--- config.mk ---
export PLATFORM = sky130hd
export DESIGN_NAME = mod_n_chain_counter_flat
export DESIGN_NICKNAME = d
export VERILOG_FILES = /design/src/rtl/mod_n_chain_counter_if.sv /design/src/rtl/mod_n_chain_counter.sv /design/src/flat_wrapper.sv
export SDC_FILE = /design/constraint.sdc
export NUM_CORES = 1
export LEC_CHECK = 0
export BUFFER_PORTS_ARGS = -buffer_cell sky130_fd_sc_hd__buf_2
export CAP_MARGIN = 25
export CORE_ASPECT_RATIO = 1.4
export CORE_UTILIZATION = 25
export DETAILED_ROUTE_END_ITERATION = 10
export PLACE_DENSITY = 0.42
export SETUP_SLACK_MARGIN = 0.02
export SKIP_CTS_REPAIR_TIMING = 1
export SLEW_MARGIN = 5
export SYNTH_ARGS = -nofsm -noshare
export SYNTH_HDL_FRONTEND = slang
export SYNTH_SLANG_ARGS = --single-unit
--- constraint.sdc ---
create_clock -name cp -period 1.4 [get_ports cp]
set_input_delay 0.07 -clock cp [delete_from_list [all_inputs] [get_ports cp]]
set_output_delay 0.07 -clock cp [all_outputs]
set_load 0.01 [all_outputs]
--- src/rtl/mod_n_chain_counter_if.sv ---
// Control and value bundle for the cascadable modulo-N counter.
// Ports: x/dir/load/d into the counter; bits/q out of it.
interface mod_n_chain_counter_if #(
  parameter int DIGITS = 2,
  parameter int W      = 4
);
  logic              x;
  logic              dir;
  logic              load;
  logic [DIGITS*W-1:0] d;
  logic [DIGITS*W-1:0] bits;
  logic              q;

  modport master (
    output x, dir, load, d,
    input  bits, q
  );

  modport slave (
    input  x, dir, load, d,
    output bits, q
  );
endinterface

--- src/rtl/mod_n_chain_counter.sv ---
// Cascaded up/down modulo-MOD counter with parallel load and an
// optional edge-qualified count input. Ports: cp, reset (sync, low),
// bus.slave (x, dir, load, d in; bits value, q terminal pulse out).
module mod_n_chain_counter #(
  parameter int DIGITS = 2,
  parameter int MOD    = 10,
  parameter int W      = 4,
  parameter int EDGE   = 0
) (
  input logic                  cp,
  input logic                  reset,
  mod_n_chain_counter_if.slave bus
);

  localparam logic [W-1:0] TOP = W'(MOD - 1);

  logic [DIGITS*W-1:0] cnt_q, cnt_d;
  logic                q_q, q_d;
  logic                xd_q;
  logic                step;
  logic                run;
  logic                term;
  logic [W-1:0]        dig;
  logic [W-1:0]        ld;

  assign step = (EDGE != 0) ? (bus.x & ~xd_q) : bus.x;

  // run ripples through the digits: a digit moves only when the
  // step is active and every lower digit sits at its terminal value.
  always_comb begin
    cnt_d = cnt_q;
    q_d   = 1'b0;
    run   = step;
    term  = 1'b0;
    dig   = '0;
    ld    = '0;
    for (int i = 0; i < DIGITS; i++) begin
      dig  = cnt_q[i*W +: W];
      term = bus.dir ? (dig == TOP) : (dig == '0);
      if (bus.load) begin
        ld = bus.d[i*W +: W];
        cnt_d[i*W +: W] = (ld > TOP) ? TOP : ld;
      end else if (run) begin
        if (term)
          cnt_d[i*W +: W] = bus.dir ? '0 : TOP;
        else
          cnt_d[i*W +: W] = bus.dir ? dig + W'(1)
                                    : dig - W'(1);
      end
      run = run & term;
    end
    q_d = ~bus.load & run;
  end

  always_ff @(posedge cp) begin
    if (!reset) begin
      cnt_q <= '0;
      q_q   <= 1'b0;
      xd_q  <= 1'b0;
    end else begin
      cnt_q <= cnt_d;
      q_q   <= q_d;
      xd_q  <= bus.x;
    end
  end

  assign bus.bits = cnt_q;
  assign bus.q    = q_q;

endmodule

--- src/flat_wrapper.sv ---
// flat-port wrapper written by rule: the top's interface ports become plain ports
module mod_n_chain_counter_flat 
#(
  parameter int DIGITS = 2,
  parameter int MOD    = 10,
  parameter int W      = 4,
  parameter int EDGE   = 0
)
  (cp, reset, bus_x, bus_dir, bus_load, bus_d, bus_bits, bus_q);
  mod_n_chain_counter_if #(.DIGITS(DIGITS), .W(W)) bus_i ();
  input logic cp;
  input logic reset;
  input wire logic [$bits(bus_i.x)-1:0] bus_x;
  input wire logic [$bits(bus_i.dir)-1:0] bus_dir;
  input wire logic [$bits(bus_i.load)-1:0] bus_load;
  input wire logic [$bits(bus_i.d)-1:0] bus_d;
  output wire logic [$bits(bus_i.bits)-1:0] bus_bits;
  output wire logic [$bits(bus_i.q)-1:0] bus_q;
  assign bus_i.x = bus_x;
  assign bus_i.dir = bus_dir;
  assign bus_i.load = bus_load;
  assign bus_i.d = bus_d;
  assign bus_bits = bus_i.bits;
  assign bus_q = bus_i.q;
  mod_n_chain_counter #(.DIGITS(DIGITS), .MOD(MOD), .W(W), .EDGE(EDGE)) u_core (.cp(cp), .reset(reset), .bus(bus_i));
endmodule
==> flow_summary.json <==
{
  "status": "complete, no violations",
  "start_kind": "register",
  "wire_per_inst_um": 12.3,
  "cpMaxStageDelayCell": "dfxtp_4",
  "synth_warnings": 0,
  "cts.sinks": 9,
  "tritoncts.num_buffers": 3,
  "dp_cells": 145,
  "cp.required_ns": 1.58,
  "slew_headroom_pct": 74.0,
  "maxSlewViolCount": 0,
  "ant_nets": 0,
  "rrSetupSlack_ns": 0.01,
  "final_min_period_over_clock_period_pct": 99.1,
  "ios": 22,
  "fin_ws_ns": 0.0123,
  "clock_path_buffers": 2,
  "total_power_w": 0.000799,
  "final_common_cell": "buf_2",
  "wl_um": 1860,
  "clock.fmax_ghz": 0.721,
  "powerDensity_nw_per_um2": 822,
  "die_x_um": 47.3,
  "clock-root-buffer": "clkbuf_4",
  "dieArea_um2": 3100,
  "whs_ns": 0.0492,
  "layout_common_cells": "buf_2 (21), buf_4 (10), inv_1 (7)",
  "hold_path_class": "input pin to register",
  "avgSynthCellArea_um2": 8.67,
  "period_needed_ns": 1.39,
  "portBuffers": 21,
  "fin_skew_ns": 0.00439,
  "start_util_pct": 26.9,
  "crit_chain": "or3_4 > a211o_1 > buf_4 > nor4_2",
  "power.leakage_nw": 0.464,
  "syn_inst": 83,
  "die_h_um": 65.5,
  "rsz0062_at_grt": "yes",
  "hold_end": "u_core.bus.bits[0]",
  "drtPass1Iterations": 4,
  "worst-path-stages": 4,
  "seq_area_frac_synth_pct": 25.0,
  "drive_above_1_share_pct": 39.1,
  "syn_area_um2": 719,
  "clk_latency_ns": 0.27,
  "r2r_end": "u_core.bus.q",
  "cts_tree": "done",
  "ir_worst_vdd_mv": 0.408,
  "viasPerCell": 4.93,
  "num_antenna_cells": 0,
  "ys_ff_latch": 9,
  "drv_cap": 0,
  "tns_ns": 0,
  "finalWeightedCongestion": 0.778,
  "synth-edff-count": 0,
  "synthArstFlopShare_pct": 0,
  "layoutNonFillerInstCount": 151,
  "path_buf_inv": 1,
  "grt_pass1_wl_um": 3150,
  "drtIter0Drc": 19,
  "crit_type": "register to register",
  "grt_pass1_vias": 709,
  "hold_viol_final": 0,
  "cts.clk_slew.worst_paths_ns": 0.06,
  "setup.worst_path.end_class": "register",
  "syn_nets": 102,
  "hold-path-cell-count": 3,
  "critPathTopFamily": "simple AND/OR/NAND/NOR gates",
  "htreeDepth": 1,
  "core_area_um2": 2670,
  "cp_max_fo": 4,
  "std_cell_rows": 22,
  "startpoint": "u_core.bus.bits[4]",
  "syn_to_final_growth_pct": 35.1,
  "critical_path_arrival_ns": 1.57,
  "grt_max_degree": 22,
  "dp_hpwl_um": 1450,
  "setup_viol_count_final": 0,
  "overflow": 0,
  "fin_nets": 135,
  "synth_cell_types": 33,
  "min_from": "bus_d[0]",
  "ys.flop_type": "dfxtp_1",
  "post-place-ws_ns": -0.0355,
  "grt_usage_pct": 14.0,
  "cpPeakStageDelay_ns": 0.36,
  "antenna_found_initial": 0,
  "worstReg2RegStart": "u_core.bus.bits[4]",
  "tightest_slew_ns": 0.386,
  "route.detailed.drc": 0,
  "num_vias": 745,
  "reg2reg_depth": 4
}
==> synthesized netlist by cell type (all sizes together), types with 2 or more instances <==
| library cell | n | share of area [%] |
|---|---|---|
| a21o | 3 | 3.1 |
| a21oi | 6 | 4.2 |
| a221oi | 2 | 2.4 |
| buf | 3 | 3.0 |
| dfxtp | 9 | 25 |
| fa | 2 | 5.6 |
| ha | 4 | 7.0 |
| inv | 7 | 3.7 |
| nand2 | 2 | 1.0 |
| nand2b | 2 | 1.7 |
| nand3 | 6 | 4.2 |
| nand3b | 3 | 3.1 |
| nor2 | 2 | 1.0 |
| nor3 | 3 | 2.8 |
| o21ai | 7 | 5.4 |
| o311ai | 3 | 3.7 |
| xnor2 | 2 | 2.4 |
| xor2 | 5 | 6.1 |
==> final cells by class <==
type	count	area, µm²
fillers	321	1700
inverters	7	26.3
flip-flops and latches	9	189
clock buffers	4	26.3
multi-input cells	64	505
repair buffers	31	180
well taps	36	45.0
==> worst min-delay path, cell delays in order <==
cell      delay, ns
buf_2          0.09
inv_1          0.04
a311oi_1       0.07
==> registers in the layout (all words and copies together), names as in the netlist <==
signal           cells
u_core.bus.bits      8
u_core.bus.q         1
==> per-layer routing <==
metal,up-vias,global-route usage [%],part of all wire (%)
li1,369,-,-
met1,351,16.3,43
met2,19,22.9,50
met3,6,2.47,3.5
met4,0,7.50,2.9
met5,-,0,0
==> per-stage QoR <==
step                      utilization (%)  instance area (µm²)
final                                36.4                  972
after global routing                 36.4                  972
after CTS                            35.0                  935
after detailed placement             34.0                  908
after global placement               34.0                  908
after floorplan                         -                  719
==> cell families (layout without fill, tap and decap cells) <==
| family | after synthesis | after routing | share of synthesized area [%] |
|---|---|---|---|
| xor+xnor | 7 | 7 | 8.52 |
| fa+ha+maj | 6 | 6 | 12.5 |
| flops | 9 | 9 | 25.0 |
| simple gates | 24 | 24 | 21.9 |
| buf+inv | 10 | 42 | 6.61 |
| compound gates | 27 | 27 | 25.4 |
==> how the worst max path moves through the flow <==
stage,end
floorplan,u_core.bus.bits[3]
global placement,u_core.bus.bits[6]
detailed placement,u_core.bus.bits[5]
CTS,u_core.bus.bits[5]
global route,u_core.bus.bits[5]
finish,u_core.bus.q
==> power breakdown <==
group          total, W  switching (W)  leakage, nW  internal (W)
Combinational  0.000281       0.000142        0.373      0.000140
Sequential     0.000307      0.0000287       0.0759      0.000278
Clock          0.000211       0.000101       0.0150      0.000110
Total          0.000799       0.000271        0.464      0.000528
No activity file was read; power rests on OpenSTA's default activity.
